### src/rtl/spi_pkg.sv
// Shared types and SPI pin idle levels for the spi_master_lite slice.
package spi_pkg;

  typedef enum logic [2:0] {
    IDLE,
    SETUP,
    SCK_HI,
    SCK_LO,
    HOLD,
    DONE
  } spi_state_e;

  localparam logic SCK_IDLE  = 1'b0;
  localparam logic MOSI_IDLE = 1'b1;

endpackage

### src/rtl/spi_clkdiv.sv
// Half-period tick generator: counts 0..div while enabled and ticks on the
// last count, so each tick spaces div+1 enabled clocks.
module spi_clkdiv #(
  parameter int unsigned DIV_W = 8
) (
  input  logic             clock,
  input  logic             resetn,
  input  logic             load,
  input  logic             en,
  input  logic [DIV_W-1:0] div,
  output logic             tick
);

  logic [DIV_W-1:0] cnt_q, cnt_d;

  assign tick = en && (cnt_q == div);

  always_comb begin
    cnt_d = cnt_q;
    if (load) begin
      cnt_d = '0;
    end else if (en) begin
      cnt_d = tick ? '0 : cnt_q + 1'b1;
    end
  end

  always_ff @(posedge clock or negedge resetn) begin
    if (!resetn) begin
      cnt_q <= '0;
    end else begin
      cnt_q <= cnt_d;
    end
  end

endmodule

### src/rtl/spi_master_lite.sv
// Single-frame SPI mode-0 initiator, MSB-first, with a valid/ready command
// port and a one-cycle response pulse.
module spi_master_lite #(
  parameter int unsigned DATA_W = 16,
  parameter int unsigned DIV_W  = 8,
  parameter int unsigned SS_W   = 8,
  parameter int unsigned LEN_W  = $clog2(DATA_W) + 1
) (
  input  logic              clock,
  input  logic              resetn,
  input  logic              req_valid,
  output logic              req_ready,
  input  logic [DATA_W-1:0] req_data,
  input  logic [LEN_W-1:0]  req_len,
  input  logic [DIV_W-1:0]  req_div,
  input  logic [SS_W-1:0]   req_ss,
  output logic              rsp_valid,
  output logic [DATA_W-1:0] rsp_data,
  output logic              busy,
  output logic              sck,
  output logic [SS_W-1:0]   ss,
  output logic              mosi,
  input  logic              miso
);

  import spi_pkg::*;

  spi_state_e        state_q, state_d;
  logic              sck_q, sck_d;
  logic [SS_W-1:0]   ss_q, ss_d;
  logic              mosi_q, mosi_d;
  logic [LEN_W-1:0]  bits_q, bits_d;
  logic [DATA_W-1:0] tx_q, tx_d;
  logic [DATA_W-1:0] rx_q, rx_d;
  logic [DIV_W-1:0]  div_q, div_d;
  logic              rsp_valid_q, rsp_valid_d;
  logic [DATA_W-1:0] rsp_data_q, rsp_data_d;

  logic              accept;
  logic              div_load;
  logic              div_en;
  logic              tick;
  logic [LEN_W-1:0]  len_sel;
  logic [DATA_W-1:0] tx_aligned;

  assign accept    = req_valid && (state_q == IDLE);
  assign len_sel   = ((req_len == '0) || (req_len > LEN_W'(DATA_W))) ? LEN_W'(DATA_W) : req_len;
  // Left-align the frame so the next bit to send is always the top bit.
  assign tx_aligned = req_data << (LEN_W'(DATA_W) - len_sel);
  assign div_load  = accept;
  assign div_en    = (state_q != IDLE) && (state_q != DONE);

  spi_clkdiv #(
    .DIV_W(DIV_W)
  ) u_clkdiv (
    .clock (clock),
    .resetn(resetn),
    .load  (div_load),
    .en    (div_en),
    .div   (div_q),
    .tick  (tick)
  );

  always_comb begin
    state_d     = state_q;
    sck_d       = sck_q;
    ss_d        = ss_q;
    mosi_d      = mosi_q;
    bits_d      = bits_q;
    tx_d        = tx_q;
    rx_d        = rx_q;
    div_d       = div_q;
    rsp_valid_d = 1'b0;
    rsp_data_d  = rsp_data_q;
    unique case (state_q)
      IDLE: begin
        if (accept) begin
          state_d = SETUP;
          div_d   = req_div;
          bits_d  = len_sel;
          tx_d    = tx_aligned;
          rx_d    = '0;
          ss_d    = ~req_ss;
          sck_d   = SCK_IDLE;
          mosi_d  = tx_aligned[DATA_W-1];
        end
      end
      SETUP: begin
        if (tick) begin
          state_d = SCK_HI;
          sck_d   = 1'b1;
        end
      end
      SCK_HI: begin
        // Falling edge: sample miso as seen before the edge, then advance mosi.
        if (tick) begin
          state_d = SCK_LO;
          sck_d   = 1'b0;
          rx_d    = {rx_q[DATA_W-2:0], miso};
          tx_d    = tx_q << 1;
          bits_d  = bits_q - 1'b1;
          if (bits_d != '0) begin
            mosi_d = tx_d[DATA_W-1];
          end
        end
      end
      SCK_LO: begin
        if (tick) begin
          if (bits_q != '0) begin
            state_d = SCK_HI;
            sck_d   = 1'b1;
          end else begin
            state_d = HOLD;
          end
        end
      end
      HOLD: begin
        if (tick) begin
          state_d = DONE;
          ss_d    = '1;
          mosi_d  = MOSI_IDLE;
        end
      end
      DONE: begin
        state_d     = IDLE;
        rsp_valid_d = 1'b1;
        rsp_data_d  = rx_q;
      end
      default: state_d = IDLE;
    endcase
  end

  always_ff @(posedge clock or negedge resetn) begin
    if (!resetn) begin
      state_q     <= IDLE;
      sck_q       <= SCK_IDLE;
      ss_q        <= '1;
      mosi_q      <= MOSI_IDLE;
      bits_q      <= '0;
      tx_q        <= '0;
      rx_q        <= '0;
      div_q       <= '0;
      rsp_valid_q <= 1'b0;
      rsp_data_q  <= '0;
    end else begin
      state_q     <= state_d;
      sck_q       <= sck_d;
      ss_q        <= ss_d;
      mosi_q      <= mosi_d;
      bits_q      <= bits_d;
      tx_q        <= tx_d;
      rx_q        <= rx_d;
      div_q       <= div_d;
      rsp_valid_q <= rsp_valid_d;
      rsp_data_q  <= rsp_data_d;
    end
  end

  assign req_ready = (state_q == IDLE);
  assign busy      = (state_q != IDLE);
  assign rsp_valid = rsp_valid_q;
  assign rsp_data  = rsp_data_q;
  assign sck       = sck_q;
  assign ss        = ss_q;
  assign mosi      = mosi_q;

endmodule

### config.mk
export PLATFORM = sky130hd
export DESIGN_NAME = spi_master_lite
export DESIGN_NICKNAME = d
export VERILOG_FILES = /design/src/rtl/spi_pkg.sv /design/src/rtl/spi_clkdiv.sv /design/src/rtl/spi_master_lite.sv
export SDC_FILE = /design/constraint.sdc
export NUM_CORES = 1
export LEC_CHECK = 0
export ABC_AREA = 1
export CAP_MARGIN = 20
export CORE_MARGIN = 5
export CORE_UTILIZATION = 50
export CTS_BUF_LIST = sky130_fd_sc_hd__clkbuf_4 sky130_fd_sc_hd__clkbuf_8
export DETAILED_ROUTE_END_ITERATION = 10
export PLACE_DENSITY = 0.75
export SLEW_MARGIN = 20
export SYNTH_ARGS = -nofsm -noshare
export SYNTH_HDL_FRONTEND = slang
export SYNTH_SLANG_ARGS = --single-unit
export TNS_END_PERCENT = 1
### constraint.sdc
create_clock -name clock -period 3 [get_ports clock]
set_input_delay 0.6 -clock clock [delete_from_list [all_inputs] [get_ports clock]]
set_output_delay 0.6 -clock clock [all_outputs]
set_load 0.01 [all_outputs]
==> impl_metrics.toml, run 1 <==
[setup_path]
start_kind = "input port"
required_ns = 3.27
crit_arrival_ns = 2.95
path_max_fanout = 7
critPathKind = "in -> reg"
worst_setup_path_end_kind = "register"

[synth]
synth_cell_types = 33
synth-async-reset-ratio = 1.00
syn_area_mm2 = 0.00448
ys_ff_latch = 82
seq_area_frac_synth = 0.460
postSynthAreaPerCell_um2 = 7.48
syn_nets = 645
synth_edf_count = 0
ys_warn_count = 0
syn-instance-count = 599
synth_flop_cell = "dfrtp_1"

[sta]
finalCriticalPeriod_ns = 2.68
finalClockSkew_ns = 0.0113
rsz0062_at_grt = "false"
timing.final.ws_setup_ns = 0.321
max_freq_ghz = 0.373
fin_hold_ws_ns = 0.261
max_slew_margin = 0.517
worst_pin_slew_ns = 0.724
final.setup.tns_ns = 0
post-route-period-util = 0.893
drv_slew = 0
setup_viol = 0
hold_viol = 0

[route]
drtPass1Iterations = 5
routed_wl_um = 10200
drt_iter0_drc = 225
drc_errors = 0
vias = 4145
wl_per_cell_um = 13.0
vias_per_cell = 5.30
ant_nets = 0

[clocking]
cts_buffer_depth = 2
htree_levels = 3
cts_buffers = 9
cts.sinks = 82
post_cts_buffers = 0
cts_resized = 0
clkSlewWorstSetupHoldPaths_ns = 0.09
clk_latency_ns = 0.36
cts_tree = "built"
cts_root_buf = "clkbuf_8"
hold_buffers = 0

[floorplanning]
die_h_um = 105
coreArea_mm2 = 0.00872
initial_core_util = 0.514
die_w_um = 105
ioPinCount = 70
row_count = 34
die-area_mm2 = 0.0110

[final_layout]
seqCellArea_mm2 = 0.00206
drive_gt1_frac = 0.0846
multi_input_area_mm2 = 0.00207
syn_to_final_growth_pct = 23.1
nets = 715
fin_area_mm2 = 0.00551
diodes = 0
fin_cells = 782
final_util = 0.632
fillers = 792

[power]
p_leak_nw = 2.60
swShare = 0.391
fin_total_pwr_mw = 4.31
combPwrFrac = 0.415
clockPowerShare = 0.193
p_sw_mw = 1.69
pwr-share-seq = 0.392
power.density_mw_per_mm2 = 782
vdd_drop_max_uv = 325
intPower_mw = 2.63

[placement]
post_dp_cell_area_mm2 = 0.00530
dp_cells = 766
routabilityCongestion = 0.935
numPortBuffers = 69
hpwlAfterDp_um = 7330
pre_cts_slack_ns = -0.0612

[grt]
grt_pass1_wl_um = 18000
grt_max_degree = 83
antenna_found_initial = 0
grt-ovfl-total = 0
grt_pass1_vias = 3891
grt_use_total = 0.193

[outcome]
status = "complete, no violations"

[hold_path]
hold_class = "in -> async"

[run]
cap_viol_max_count = 0
## kinds of logic (layout without fill, tap and decap cells)
kind of cell | after synthesis | in the layout | synth area share
flops | 82 | 82 | 0.460
buf+inv | 84 | 159 | 0.0774
xor+xnor | 10 | 10 | 0.0195
simple gates | 333 | 333 | 0.327
compound gates | 85 | 85 | 0.102
fa+ha+maj | 5 | 5 | 0.0140
## placed cells by master (no fill, tap or decap), types with 2 or more instances in the layout
master / count
dfrtp_1: 73
nand2_1: 169
o21ai_1: 6
inv_1: 52
o21ai_0: 53
inv_6: 3
nand4_1: 5
o22ai_1: 5
nor3_1: 2
nand3_1: 119
buf_4: 14
a21oi_1: 13
dfstp_2: 9
clkbuf_8: 10
nor2_1: 29
ha_1: 5
xnor2_1: 6
clkdlybuf4s50_1: 68
o211ai_1: 3
o21a_1: 2
nor2_4: 2
inv_2: 7
xor2_1: 4
## power groups by stage
stage,logic [mW],registers [mW],clock network [mW]
after floorplan,1.25,1.70,0
after global placement,1.75,1.70,0
after detailed placement,1.79,1.71,0
after CTS,1.79,1.69,0.859
after global routing,2.06,1.73,0.902
final,1.79,1.69,0.833
## worst paths after layout
check | start | cells after the start | slack (ns) | end
max in group asynchronous | resetn | 1 | 2.23 | sck
min in group clock | mosi | 2 | 0.47 | mosi
setup / recovery | req_len[0] | 15 | 0.32 | tx_q[5]
hold reg to reg | mosi | 2 | 0.47 | mosi
setup reg to reg | u_clkdiv.cnt_q[4] | 7 | 0.68 | tx_q[3]
hold / removal | resetn | 1 | 0.26 | u_clkdiv.cnt_q[7]
## critical path, cell delays in order
cell and delay (ns):
clkdlybuf4s50_1 0.41, nor2_1 0.12, nand3_1 0.08, ha_1 0.29, inv_1 0.12, nand2_1 0.09
ha_1 0.32, inv_2 0.11, buf_4 0.12, nand2_1 0.08, o21ai_0 0.28, nand2_1 0.08
o21ai_0 0.08, nand2_1 0.07, o21ai_0 0.09
## synthesized netlist by cell type, types with 2 or more instances
cell	number	area [um^2]
dfrtp_1	73	1830
nand3_1	119	596
o211ai_1	3	22.5
buf_1	2	7.51
o22ai_1	5	31.3
nor2_1	29	109
dfstp_2	9	236
nand2_1	169	634
xnor2_1	6	52.6
ha_1	5	62.6
o21ai_0	53	265
inv_1	53	199
clkbuf_1	10	37.5
inv_2	6	22.5
buf_4	6	45.0
a21oi_1	13	65.1
nand4_1	5	31.3
nor3_1	2	10.0
o21ai_1	6	30.0
nor2_4	2	22.5
buf_2	7	35.0
xor2_1	4	35.0
o21a_1	2	15.0
## final cells by class
type                    count  share of cell area
multi-input cells         433               0.376
repair buffers             84               0.148
clock buffers              10              0.0250
well taps                 108              0.0245
inverters                  59              0.0402
flip-flops and latches     82               0.374
clock inverters             6              0.0125
## per-layer routing
layer	vias to the layer above	share of wire	track usage
li1	2111	-	-
met1	1901	0.47	0.270
met2	119	0.46	0.297
met3	14	0.054	0.0450
met4	0	0.017	0.0658
met5	-	0	0
## sequential cells by signal (all words and copies together) (netlist names)
signal,cells
ss,8
rsp_valid,1
rsp_data,16
div_q,8
tx_q,15
rx_q,16
bits_q,5
sck,1
u_clkdiv.cnt_q,8
state_q,3
mosi,1
Note: power is estimated with default switching activity, not from simulation.
==> run 2, diff against run 1 <==
--- a/config.mk
+++ b/config.mk
@@ -6,6 +6,7 @@
 export NUM_CORES = 1
 export LEC_CHECK = 0
 export ABC_AREA = 1
+export ABC_CLOCK_PERIOD_IN_PS = 3000
 export CAP_MARGIN = 20
 export CORE_MARGIN = 5
 export CORE_UTILIZATION = 50
@@ -15,5 +16,6 @@
 export SLEW_MARGIN = 20
 export SYNTH_ARGS = -nofsm -noshare
 export SYNTH_HDL_FRONTEND = slang
+export SYNTH_HIERARCHICAL = 1
 export SYNTH_SLANG_ARGS = --single-unit
 export TNS_END_PERCENT = 1
==> impl_metrics.toml, run 2 <==
[clocking]
clk_latency_ns = 0.36
cts_root_buf = "clkbuf_8"
cts_buffer_depth = 2
clkSlewWorstSetupHoldPaths_ns = 0.09
cts.sinks = 82
cts_tree = "built"
cts_buffers = 9
post_cts_buffers = 0
htree_levels = 3

[synth]
postSynthAreaPerCell_um2 = 7.56
yosys-top-cells-area = "dfrtp_1, nand2_1, nand3_1, inv_1, dfstp_2"
synth_flop_cell = "dfrtp_1"
syn-instance-count = 616
synth_top_area_frac = 0.392
syn_nets = 662
ys_top_cells_by_count = "nand2_1, nand3_1, dfrtp_1"
synth_edf_count = 0
yosys.area.top_type = "dfrtp_1"
ys_warn_count = 6
synth_cell_types = 36
ys_ff_latch = 82
syn_area_mm2 = 0.00465
synth-async-reset-ratio = 1.00
synth_most_common_cell = "nand2_1"
seq_area_frac_synth = 0.443

[route]
wl_per_cell_um = 13.6
drt_iter0_drc = 184
wl_met1_um = 4700
ant_nets = 0
dr.max_layer_used = "met4"
vias_per_cell = 5.23
drtPass1Iterations = 4
vias = 4196
routed_wl_um = 10900
drc_errors = 0
wl_met3_um = 450
routed-wl-met2_um = 5640

[setup_path]
crit_arrival_ns = 2.91
cp_top_family = "simple AND/OR/NAND/NOR gates"
worst_setup_path_end_kind = "register"
path_max_fanout = 20
cpPeakStageDelay_ns = 0.46
required_ns = 3.25
critPathSlowestCell = "dfrtp_1"
critPathBufInv = 6
cp_common_cell = "inv_1"
worstPathCellList = "inv_1, nor2_1, nor2_2, inv_2, a21oi_2, nand2_1, nor2_2, nand3_4, inv_1, inv_1, nand2_1, nand2_2, inv_2, o21ai_4, nor2_1, nand3_1, nand2_1, inv_1"
start_kind = "register"
critPathKind = "reg -> reg"

[sta]
finalCriticalPeriod_ns = 2.65
hold_viol = 0
drv_slew = 0
fin_hold_ws_ns = 0.370
finalClockSkew_ns = 0.0108
max_slew_margin = 0.383
worst_pin_slew_ns = 0.925
post-route-period-util = 0.884
rsz0062_at_grt = "false"
max_freq_ghz = 0.377
setup_viol = 0
final.setup.tns_ns = 0

[placement]
numPortBuffers = 69
hpwlAfterDp_um = 8130
routabilityCongestion = 0.902
dp_cells = 786

[floorplanning]
die-area_mm2 = 0.0113
row_count = 35
die_w_um = 106
initial_core_util = 0.509
coreArea_mm2 = 0.00915
die_h_um = 106
ioPinCount = 70

[grt]
grt_pass1_vias = 4159
grt_use_total = 0.202
grt-ovfl-total = 0
antenna_found_initial = 0
grt_max_degree = 76
grt_pass1_wl_um = 19000

[run]
cap_viol_max_count = 0

[final_layout]
fillers = 827
mostFrequentLayoutCells = "nand2_1, nand3_1, dfrtp_1, inv_1, clkdlybuf4s50_1"
final_common_cell = "nand2_1"
drive_gt1_frac = 0.126
final_util = 0.615
nets = 732
diodes = 0
syn_to_final_growth_pct = 20.9
fin_cells = 802

[power]
p_leak_nw = 2.77
power.density_mw_per_mm2 = 801
vdd_drop_max_uv = 441
fin_total_pwr_mw = 4.51

[outcome]
status = "complete, no violations"

[hold_path]
hold_class = "in -> async"
-- run 2: cell count changes after synthesis, sizes merged, moves of 8 or more --
| cell | change |
|---|---|
| nand3 | -33 |
| a22oi | +8 |
| nor2 | +13 |
| nand2 | +26 |
| o21ai | -28 |
| o22ai | +11 |
| inv | +21 |
-- run 2: layout make-up --
| type | count | area, um^2 | share of cell area |
|---|---|---|---|
| Inverter | 81 | 304 | 0.0540 |
| Timing Repair Buffer | 81 | 778 | 0.138 |
| Multi-Input combinational cell | 431 | 2150 | 0.382 |
| Tap cell | 111 | 139 | 0.0247 |
| Clock buffer | 9 | 124 | 0.0220 |
| Sequential cell | 82 | 2060 | 0.367 |
| Clock inverter | 7 | 66.3 | 0.0118 |
-- run 2: metal layers --
layer | GRT usage | up-vias
li1 | - | 2114
met5 | 0 | -
met1 | 0.259 | 1996
met4 | 0.0447 | 0
met2 | 0.352 | 77
met3 | 0.0437 | 9
-- run 2: path summary, 6_finish.rpt --
check	from	to	slack [ns]	depth (start not counted)
worst max-delay path	state_q[2]	tx_q[11]	0.35	18
worst min-delay path	resetn	bits_q[0]	0.37	1
worst max register to register	state_q[2]	tx_q[11]	0.35	18
worst min register to register	ss[0]	ss[0]	0.48	2
max in group asynchronous	resetn	ss[4]	1.86	2
min in group clock	ss[0]	ss[0]	0.48	2
-- run 2: cell families after synthesis --
kind of cell	after synthesis	share of synthesized area
simple gates	341	0.332
buf+inv	103	0.0965
flops	82	0.443
compound gates	77	0.0997
xor+xnor	8	0.0151
fa+ha+maj	5	0.0134
-- run 2: what timing repair did --
action                     4_1_cts  5_1_grt
gates resized for setup          0        2
setup endpoints to repair        0        2
hold buffers                     0        0
-- run 2: per-stage QoR --
| step | setup slack (ns) | cell area [um^2] |
|---|---|---|
| finish | 0.349 | 5630 |
| global placement | 0.0504 | 5430 |
| detailed placement | 0.0232 | 5430 |
| CTS | 0.193 | 5620 |
| floorplan | 0.233 | 4650 |
| global route | 0.0951 | 5630 |
-- run 2: report_power, final --
part	internal, mW	switching [mW]
Sequential	1.54	0.247
Clock	0.326	0.456
Combinational	0.781	1.16
